--- config.mk ---
export PLATFORM = sky130hd
export DESIGN_NAME = core_ibex_instr_capture_buf
export DESIGN_NICKNAME = d
export VERILOG_FILES = /design/src/rtl/core_ibex_instr_capture_buf.sv
export SDC_FILE = /design/constraint.sdc
export NUM_CORES = 1
export LEC_CHECK = 0
export BUFFER_PORTS_ARGS = -buffer_cell sky130_fd_sc_hd__clkbuf_2
export CAP_MARGIN = 20
export CORE_ASPECT_RATIO = 1.25
export CORE_MARGIN = 8
export CORE_UTILIZATION = 35
export DETAILED_ROUTE_END_ITERATION = 6
export PLACE_DENSITY = 0.49
export SLEW_MARGIN = 5
export SYNTH_ARGS = -nofsm -noshare
export SYNTH_HDL_FRONTEND = slang
export SYNTH_SLANG_ARGS = --single-unit
--- constraint.sdc ---
create_clock -name clk -period 7.9 [get_ports clk]
set_input_delay 0.79 -clock clk [delete_from_list [all_inputs] [get_ports clk]]
set_output_delay 0.79 -clock clk [all_outputs]
set_load 0.1 [all_outputs]
--- src/rtl/core_ibex_instr_capture_buf.sv ---
// rtl/core_ibex_instr_capture_buf.sv - FWFT capture buffer of ID-stage instructions with control-flow check
module core_ibex_instr_capture_buf #(
    parameter int DATA_WIDTH = 32,
    parameter int DEPTH      = 8,
    parameter int CHECK_FLOW = 1
) (
    input  logic                          clk,
    input  logic                          rst_ni,
    input  logic                          valid_id,
    input  logic                          err_id,
    input  logic                          is_compressed_id,
    input  logic [15:0]                   instr_compressed_id,
    input  logic [DATA_WIDTH-1:0]         instr_id,
    input  logic [DATA_WIDTH-1:0]         pc_id,
    input  logic                          branch_taken_id,
    input  logic [DATA_WIDTH-1:0]         branch_target_id,
    input  logic                          flush_i,
    output logic                          out_valid,
    input  logic                          out_ready,
    output logic [DATA_WIDTH-1:0]         out_pc,
    output logic [DATA_WIDTH-1:0]         out_instr,
    output logic                          out_compressed,
    output logic                          out_err,
    output logic                          out_flow_err,
    output logic [$clog2(DEPTH+1)-1:0]    count,
    output logic [15:0]                   overflow_cnt
);

    localparam int AW = $clog2(DEPTH);
    localparam int CW = $clog2(DEPTH + 1);
    localparam logic [CW-1:0] FULL_CNT = CW'(DEPTH);

    logic [DATA_WIDTH-1:0] pc_mem    [DEPTH];
    logic [DATA_WIDTH-1:0] instr_mem [DEPTH];
    logic [DEPTH-1:0]      comp_mem;
    logic [DEPTH-1:0]      err_mem;
    logic [DEPTH-1:0]      flow_mem;

    logic [AW-1:0]         wptr;
    logic [AW-1:0]         rptr;
    logic [CW-1:0]         cnt_q;
    logic [CW-1:0]         cnt_next;
    logic                  exp_valid;
    logic [DATA_WIDTH-1:0] exp_pc;
    logic [DATA_WIDTH-1:0] exp_pc_next;

    logic                  push;
    logic                  pop;
    logic                  full;
    logic                  wr_en;
    logic                  drop;
    logic                  flow_err_id;
    logic [DATA_WIDTH-1:0] instr_store;

    assign full        = (cnt_q == FULL_CNT);
    assign out_valid   = (cnt_q != '0);
    assign push        = valid_id && !flush_i;
    assign pop         = out_valid && out_ready && !flush_i;
    // A full buffer still accepts a push when the head leaves in the same cycle.
    assign wr_en       = push && (!full || pop);
    assign drop        = push && full && !pop;
    assign flow_err_id = (CHECK_FLOW != 0) && exp_valid && (pc_id != exp_pc);
    assign instr_store = is_compressed_id ? DATA_WIDTH'(instr_compressed_id) : instr_id;

    always_comb begin
        exp_pc_next = pc_id + DATA_WIDTH'(4);
        if (branch_taken_id) begin
            exp_pc_next = branch_target_id;
        end else if (is_compressed_id) begin
            exp_pc_next = pc_id + DATA_WIDTH'(2);
        end
    end

    always_comb begin
        cnt_next = cnt_q;
        case ({wr_en, pop})
            2'b10:   cnt_next = cnt_q + CW'(1);
            2'b01:   cnt_next = cnt_q - CW'(1);
            default: cnt_next = cnt_q;
        endcase
    end

    always_ff @(posedge clk) begin
        if (rst_ni && wr_en) begin
            pc_mem[wptr]    <= pc_id;
            instr_mem[wptr] <= instr_store;
            comp_mem[wptr]  <= is_compressed_id;
            err_mem[wptr]   <= err_id;
            flow_mem[wptr]  <= flow_err_id;
        end
    end

    always_ff @(posedge clk) begin
        if (!rst_ni) begin
            wptr         <= '0;
            rptr         <= '0;
            cnt_q        <= '0;
            exp_valid    <= 1'b0;
            exp_pc       <= '0;
            overflow_cnt <= '0;
        end else if (flush_i) begin
            wptr      <= '0;
            rptr      <= '0;
            cnt_q     <= '0;
            exp_valid <= 1'b0;
        end else begin
            if (wr_en) begin
                wptr <= wptr + AW'(1);
            end
            if (pop) begin
                rptr <= rptr + AW'(1);
            end
            cnt_q <= cnt_next;
            if (drop && (overflow_cnt != 16'hFFFF)) begin
                overflow_cnt <= overflow_cnt + 16'd1;
            end
            // Dropped captures still advance the expected-PC context.
            if (valid_id) begin
                exp_valid <= 1'b1;
                exp_pc    <= exp_pc_next;
            end
        end
    end

    assign count          = cnt_q;
    assign out_pc         = pc_mem[rptr];
    assign out_instr      = instr_mem[rptr];
    assign out_compressed = comp_mem[rptr];
    assign out_err        = err_mem[rptr];
    assign out_flow_err   = flow_mem[rptr];

endmodule

**Word-level counts from Yosys, hierarchy flattened**

Memories as Yosys holds them, arrays and structs flattened. A register that Yosys moved wholly into a read port is not among the register bits.
Cells that the tools add are included.

- Add/sub/neg operators: 7
- Magnitude comparators: 3
- Eq/ne operators: 5
- Multiplexer cells: 21
- Bitwise gates (word level): 2
- Reductions and logical operators: 19

Operators by type and width:

| kind | number |
|---|---|
| 32-bit two-way mux | 3 |
| 32-bit by 2-bit adder with 32-bit output (second input constant) | 1 |
| 32-bit by 3-bit adder with 32-bit output (second input constant) | 1 |
| 32-bit != test | 1 |
| 8-bit bitwise mux | 3 |
| 16-bit by 1-bit adder with 16-bit output (second input constant) | 1 |
| 16-bit != test (second input constant) | 1 |
| 3-bit two-way mux | 4 |
| 1-bit logical AND | 10 |
| 1-bit binary-select mux with 3-bit select | 3 |
| 3-bit by 4-bit less-than comparator with 1-bit output (second input constant) | 2 |
| 4-bit one-hot mux with 2 select lines | 1 |
| 3-bit by 1-bit adder with 3-bit output (second input constant) | 2 |
| 1-bit two-way mux | 6 |
| 4-bit by 1-bit adder with 4-bit output (second input constant) | 1 |
| 4-bit equality test (second input constant) | 1 |
| 2-bit AND reduction | 2 |
| 4-bit nonzero test | 1 |
| 4-bit by 1-bit subtractor with 4-bit output (second input constant) | 1 |
| 1-bit demux with 3-bit select | 1 |
| 3-bit by 1-bit >= comparator with 1-bit output (second input constant) | 1 |
| 1-bit zero test | 3 |
| 2-bit by 1-bit equality test with 1-bit output (second input constant) | 1 |
| 2-bit equality test (second input constant) | 1 |
| other kinds (4) | 5 |

- Register bits: 83
- Memory bits (writable): 512
- Input port bits: 120
- Output and inout port bits: 88
- Word-level logic and storage cells: 68
- Memories kept: 2

Memory list:

| name | words | width | rd ports | clocked after memory_dff | wr ports | RTL line | text |
|---|---|---|---|---|---|---|---|
| instr_mem | 8 | 32 | 1 | 1 | 1 | 34 | `logic [DATA_WIDTH-1:0] instr_mem [DEPTH];` |
| pc_mem | 8 | 32 | 1 | 1 | 1 | 33 | `logic [DATA_WIDTH-1:0] pc_mem [DEPTH];` |

**Logic depth before layout (Yosys ltp)**

Gate-level depths: netlist of the first run.

- Depth in word-level cells: 8
- Depth in mapped cells: 11
- Mapped depth without buffers: 10

**Worst setup path after synthesis of the first run**

Ideal clock, no wire load.

- Path type: register to register
- From: register cnt_q[1] (netlist: count[1])
- To: register comp_mem[0], enable pin
- Library setup time: 0.575 ns
- Arrival time: 6.537 ns
- Required time: 7.325 ns
- Path slack: 0.788 ns
- Cell stages (with the launch flop): 7
- Buffers on the path: 1
- Period minus slack after synthesis: 7.112 ns
- Cells stage by stage: dfxtp_1 > buf_6 > nor3_4 > a21oi_2 > inv_1 > or3_1 > nor3_1

- Word-level cells in the longest chain between the ends: 6
- Elaborated cells between the ends (all ways): 8
- Classes of those cells: 1 x eq/ne; 7 x reduce/logical

RTL lines:

| what | RTL line | text |
|---|---|---|
| from (decl) | 41 | `logic [CW-1:0] cnt_q;` |
| from (signal assigned) | 113 | `cnt_q <= cnt_next;` |
| 4-bit nonzero test | 56 | `assign out_valid = (cnt_q != '0);` |
| 1-bit logical AND (2 in series) | 58 | `assign pop = out_valid && out_ready && !flush_i;` |
| 1-bit logical OR * | 60 | `assign wr_en = push && (!full \|\| pop);` |
| 1-bit logical AND * | 60 |  |
| 1-bit logical AND * | 84 | `if (rst_ni && wr_en) begin` |
| to (signal, indexed assignment) | 87 | `comp_mem[wptr] <= is_compressed_id;` |
| to (decl) | 35 | `logic [DEPTH-1:0] comp_mem;` |

Every way passes the cells marked *; elsewhere a longest branch is shown, timed or not.
A chain may end at the register's enable or synchronous reset.

==> impl_results.md, run 1 <==
* Quantity of gates resized following cts at 0
* Ys async rst share at 0
* Max VDD drop at between 0.15 and 0.2 mV
* RR Startpoint: count[1]$_SDFFE_PP0P_
* Synth Flop Type: edfxtp_1
* IO Count at roughly 210
* CTS Root Cell: clkbuf_16
* Finished Layout Cells at about 2,500
* Total track usage at 0.153
* Cells after DPL at around 2,400
* Detailed-placement wirelength estimate at about 36,000 microns
* RR Endpoint: pc_mem[1][1]$_DFFE_PP_
* Clock Pin Slew Worst Setup and Hold Paths at 0.06 ns
* # rows at approximately 110
* Main combinational cell family by area after synthesis: multiplexers
* Vias per Instance at 5.05
* Area grow syn2layout at 16.6%
* CTS tree: done
* RSZ-0062 raised after global routing: no
* Adder-Cell Fraction of Synth Area at 0.00411
* Drt initial violations at between 800 and 900
* Sink Count at 598
* Crit share post-route at 0.525
* Overflow after GRT at 0
* Filler cells at ~6,300
* Die area at 0.0783 sq mm
* Seq/Total Area, Yosys at 0.712
* Design area at 0.0284 sq mm
* Max Transition Viols Final at 0
* FF-to-FF path depth at 6
* ANT nets after route at 0
* Max_cap viols at 0
* Hold wc startpoint: valid_id
* Vias at 12,619
* Post-synthesis register bit count at between 500 and 600
* Clk Latency, worst-skew pair at 0.63 ns
* Worst Hold Path Cells at 3
* Routability cong. at ~0.76
* Reg area at 0.0173 sq mm
* Hold WC Path Type: in -> reg
* Mapped Area at ~0.024 sq mm
* Layout cells sized above 1 at 0.362
* Synth warn at 0
* Nets at 1,644
* Synth unique cells at 54
* Setup bufs post-CTS at 0
* Fmax at about 240 MHz
* Final hold vios at 0
* Total Routed Length at roughly 60,000 microns
* Status: completed
* Mux contribution to synthesized area at 0.166
* First-pass GRT wire length at roughly 90,000 microns
* Leakage power at around 9.0 nW
* CP Class: reg -> out
* Syn_nets at 1,428
* Crit path arrival time at 3.36 ns
* Critical-path maximum fanout at 36
* Vias in the first global route at ~14,000
* Minimum hold slack at 0.438 ns
* Die Height at about 310 microns
* Power Density at between 200 and 250 mW/mm^2
* Compound-Gate Fraction of Synth Area at 0.0247
* Relative slew margins at 0.362
* Crit end category: output port
* Worst EP required at between 7 and 8 ns
* # DRC at 0
* Multi-input gate area at just under 0.007 sq mm
* Die width at 252 microns
* Initial Util at 0.352
* R2r setup slk at about 4.6 ns
* Fin Setup TNS at 0 ns
* Largest net degree at the start of global routing at 70
* Final setup viols at 0
* Placed standard-cell area at ~0.026 sq mm
* Antenna violations before repair at 0
* Number of enable flip-flop cells after synthesis at 536
* CTS H-tree depth at 2
* Mean Syn Cell Area at between 15 and 20 sq um
* Total Power at between 6 and 7 mW
* Final critical-path required period at ~4.1 ns
* I/O Buffers at about 210
* Worst-case clock buffer depth at 3
* Slew at the pin closest to its max-slew limit at ~0.96 ns
* Simple-Gate Fraction of Synth Area at 0.0520
* Xor-xnor portion of the synthesized cell area at 0.0277
* Clk_skew at roughly 0.020 ns
* Drt pass-1 iters at 7
* CORE AREA at 0.0692 sq mm
* Post-CTS Hold Fix Bufs at 0
* CP startpoint kind: flip-flop
* Syn Inst Count at 1,300
* Hold EP: exp_valid$_SDFFE_PP0P_
* WL per Instance at 24.1 microns
* Clock buffer count from CTS at a little under 60
==> layout make-up <==
type                            count  area share
Sequential cell                   598       0.611
Multi-Input combinational cell    623       0.237
Clock buffer                       67      0.0523
Timing Repair Buffer              227      0.0422
Tap cell                          935      0.0412
Clock inverter                     41      0.0149
Inverter                            8     0.00106
Antenna cell                        1   0.0000882
==> layout by cell type (no fill, tap or decap), drive strengths merged, types with 7 or more instances in the layout <==
cell type  instances
nand2             35
nor3              12
buf               20
clkbuf           274
xnor2             64
nand2b             9
inv               11
dfxtp             62
bufinv             7
edfxtp           536
nor2b             19
nand4             24
and3              23
o21ai             10
nor2              39
a21oi             45
mux2i              7
mux4             134
nand3b             8
nor4               9
nand3             23
xor2              13
mux2              84
ha                 8
o211ai             8
clkinv            28
o22ai             15
==> power by group <==
part           switching, mW  internal (mW)
Clock                   1.20           1.58
Combinational          0.255          0.101
Sequential            0.0122           3.47
==> cells in the mapped netlist (2+ instances only) <==
| master | count | area (sq um) |
|---|---|---|
| inv_1 | 8 | 30.0 |
| xnor2_1 | 64 | 561 |
| mux2i_1 | 7 | 70.1 |
| or3_1 | 2 | 12.5 |
| xor2_1 | 13 | 114 |
| and3_1 | 23 | 144 |
| nand4_1 | 21 | 131 |
| o21ai_0 | 10 | 50.1 |
| nand2_1 | 35 | 131 |
| o211ai_1 | 8 | 60.1 |
| nand3_1 | 22 | 110 |
| a21oi_2 | 2 | 17.5 |
| dfxtp_1 | 62 | 1240 |
| nand2b_1 | 9 | 56.3 |
| buf_2 | 18 | 90.1 |
| nor4_1 | 2 | 12.5 |
| nand3b_1 | 8 | 60.1 |
| nor4_2 | 7 | 87.6 |
| buf_4 | 2 | 15.0 |
| nor4b_2 | 2 | 30.0 |
| a21oi_1 | 43 | 215 |
| buf_1 | 7 | 26.3 |
| mux4_2 | 134 | 3020 |
| a31oi_1 | 4 | 25.0 |
| nor2b_1 | 19 | 119 |
| ha_1 | 8 | 100 |
| nor2_1 | 39 | 146 |
| o21a_1 | 2 | 15.0 |
| nand4_4 | 2 | 42.5 |
| mux2_2 | 84 | 946 |
| and4_1 | 4 | 35.0 |
| edfxtp_1 | 536 | 16100 |
| a211oi_1 | 4 | 30.0 |
| o22ai_1 | 15 | 93.8 |
| clkbuf_1 | 43 | 161 |
| a2111oi_2 | 2 | 30.0 |
| and2_1 | 3 | 18.8 |
| nor3_1 | 10 | 50.1 |
==> sequential cells by signal, indices dropped and copies added, names as in the netlist, named ones only <==
| signal | flops |
|---|---|
| instr_mem | 256 |
| pc_mem | 256 |
| exp_pc | 32 |
| overflow_cnt | 16 |
| comp_mem | 8 |
| err_mem | 8 |
| flow_mem | 8 |
| count | 4 |
| rptr | 3 |
| wptr | 3 |
| exp_valid | 1 |
==> metrics by stage <==
stage / util / setup WS, ns
finish: 0.410 / 3.75
global route: 0.410 / 3.50
CTS: 0.410 / 3.58
detailed placement: 0.383 / 3.75
global placement: 0.383 / 3.78
floorplan: - / 0.788
==> worst max-delay path: stages (launching register included) <==
cell and delay, ns:
dfxtp_4 0.70, buf_4 0.68, mux4_2 0.58, mux2_2 0.31, clkbuf_2 0.38
==> cell families (layout without fill, tap and decap cells) <==
family / after synthesis / in the layout
buffers and inverters: 79 / 343
multiplexers: 225 / 225
XOR/XNOR: 77 / 77
flip-flops: 598 / 598
AND/OR/NAND/NOR: 216 / 216
adder cells (fa/ha/maj): 8 / 8
other: 0 / 1
AO/OA/AOI/OAI: 97 / 97
==> how the worst max path moves through the flow <==
| stage | to | slack (ns) | depth (start not counted) |
|---|---|---|---|
| finish | out_instr[25] | 3.75 | 4 |
| global route | out_instr[25] | 3.50 | 4 |
| CTS | out_pc[11] | 3.58 | 4 |
| detailed placement | pc_mem[1][2]$_DFFE_PP_ | 3.75 | 8 |
| global placement | pc_mem[1][0]$_DFFE_PP_ | 3.78 | 8 |
| floorplan | comp_mem[0]$_DFFE_PP_ | 0.79 | 6 |
==> layer usage <==
metal / up-vias / share of wire / track usage / wire length (microns)
met1: 6598 / 0.42 / 0.192 / 25400
met2: 283 / 0.52 / 0.273 / 31100
met5: - / 0 / 0 / 0
li1: 5666 / - / - / -
met3: 72 / 0.044 / 0.0260 / 2630
met4: 0 / 0.018 / 0.0350 / 1100
No activity file was read; power rests on OpenSTA's default activity.
==> run 2, diff against run 1 <==
clock period = 4.3 ns   (was 7.9 ns; I/O delays follow)
==> run 2 against run 1 <==
- non-clock buffer count grew 29
- first-iteration DRC count shrank 22%
- sequential power grew 84%
- combinational power grew 82%
- global-route usage grew 0.28 points
- critical path type unchanged
- hold slack lost 0.36 ns
- flip-flop and latch count is the same
- worst setup slack lost 2.9 ns
==> impl_results.md, run 2 (synthesis results as in run 1) <==
* Filler cells at around 6,300
* Max_cap viols at 0
* Clk_skew at between 0.015 and 0.02 ns
* # DRC at 0
* Power Density at approximately 420 mW/mm^2
* Sink Count at about 600
* Area grow syn2layout at 18.7%
* Status: completed
* WL per Instance at approximately 24 microns
* Quantity of gates resized following cts at 0
* Routability cong. at around 0.8
* Nets at 1,675
* Place WS at around 1.3 ns
* Setup bufs post-CTS at 0
* Critical-path maximum fanout at 32
* Final critical-path required period at about 3.4 ns
* Final core occ at 0.418
* Vias at between 10,000 and 15,000
* Total Routed Length at just over 60,000 microns
* Die area at roughly 0.08 sq mm
* Overflow after GRT at 0
* Relative slew margins at 0.308
* CTS Root Cell: clkbuf_16
* Most common cell after layout, fill and taps aside: edfxtp_1
* Drt initial violations at between 600 and 700
* Worst-case clock buffer depth at 3
* CP Class: reg -> out
* Fmax at just under 300 MHz
* Hold WC Path Type: in -> reg
* Max Transition Viols Final at 0
* Detailed-placement wirelength estimate at around 39,000 microns
* Layout cells sized above 1 at 0.373
* Worst setup margin at between 0.8 and 0.9 ns
* Die Height at slightly above 300 microns
* Final setup viols at 0
* Final hold vios at 0
* ANT nets after route at 0
* Reg area at ~0.017 sq mm
* Crit share post-route at 0.796
* IO Count at between 200 and 250
* Drt pass-1 iters at 4
* Total Power at about 12 mW
* Multi-input gate area at 0.00674 sq mm
* Top flop regs: instr_mem: 256 flops, pc_mem: 256 flops, exp_pc: 32 flops
* Clock Pin Slew Worst Setup and Hold Paths at roughly 0.060 ns
* First-pass GRT wire length at between 90,000 and 100,000 microns
* Clock buffer count from CTS at 60
* CORE AREA at 0.0692 sq mm
* Antenna violations before repair at 5
* Die width at 252 microns
* Vias in the first global route at around 14,000
* I/O Buffers at just over 200
* Crit end category: output port
* Largest net degree at the start of global routing at 68
* Vias per Instance at roughly 5.1
* Total track usage at 0.156
* Initial Util at 0.352
* Leakage power at 9.22 nW
* Minimum hold slack at between 0.07 and 0.08 ns
* Design area at around 0.029 sq mm
* Max VDD drop at approximately 0.28 mV
* RSZ-0062 raised after global routing: no
* Commonest non-fill, non-tap cells in the layout: 536 x edfxtp_1, 206 x clkbuf_2, 134 x mux4_2
* Post-CTS Hold Fix Bufs at 0
* CTS tree: done
* CTS H-tree depth at 2
* Placed standard-cell area at around 0.027 sq mm
* Crit path arrival time at 2.99 ns
* Clk Latency, worst-skew pair at 0.62 ns
* Slew at the pin closest to its max-slew limit at around 1.0 ns
* CP startpoint kind: flip-flop
* # rows at roughly 110
* Worst EP required at approximately 3.9 ns
run 2: changes by cell type in the layout (fill, tap and decap cells not counted), moves of 2 or more:
| cell | before | now |
|---|---|---|
| nor3_2 | 3 | 1 |
| clkbuf_16 | 58 | 60 |
| clkinv_1 | 12 | 15 |
| nor3_4 | 1 | 3 |
| clkinvlp_4 | 3 | 8 |
| clkinv_2 | 14 | 10 |
| inv_16 | 2 | 0 |
| buf_4 | 19 | 26 |
| buf_12 | 1 | 23 |
run 2: stage by stage:
step	setup TNS, ns	instances
after floorplan	-386.94	1300
after global placement	0	2420
after detailed placement	0	2420
after CTS	0	2529
after global routing	0	2529
final	0	2530
run 2: report_power, final:
part           leakage [nW]  internal (mW)  switching, mW
registers              5.36           6.38         0.0231
logic                  2.96          0.190          0.459
clock network         0.909           2.91           2.20
total                  9.22           9.47           2.68
run 2: path summary, 6_finish.rpt:
| check | slack [ns] | startpoint | cells after the start | endpoint |
|---|---|---|---|---|
| setup / recovery | 0.88 | flip-flop | 4 | out_pc[11] |
| hold / removal | 0.08 | valid_id | 3 | exp_valid$_SDFFE_PP0P_ |
| setup reg to reg | 1.52 | count[1]$_SDFFE_PP0P_ | 6 | pc_mem[3][28]$_DFFE_PP_ |
| hold reg to reg | 0.47 | exp_pc[4]$_SDFFE_PN0P_ | 2 | exp_pc[4]$_SDFFE_PN0P_ |
run 2: layout make-up:
type / instances / area share
Clock buffer: 68 / 0.0530
Inverter: 8 / 0.00104
Timing Repair Buffer: 256 / 0.0586
Multi-Input combinational cell: 623 / 0.233
Antenna cell: 1 / 0.0000866
Clock inverter: 41 / 0.0129
Sequential cell: 598 / 0.601
Tap cell: 935 / 0.0405
run 2: worst max-delay path: stages (launching register included):
cell and delay, ns:
dfxtp_4 0.82, buf_4 0.34, mux4_2 0.51, mux2_2 0.30
clkbuf_2 0.38
run 2: per-layer routing:
layer,track usage,up-vias,part of all wire
li1,-,5727,-
met1,0.201,6728,0.43
met2,0.266,275,0.50
met3,0.0312,84,0.046
met4,0.0387,6,0.020
met5,0,-,0.00068
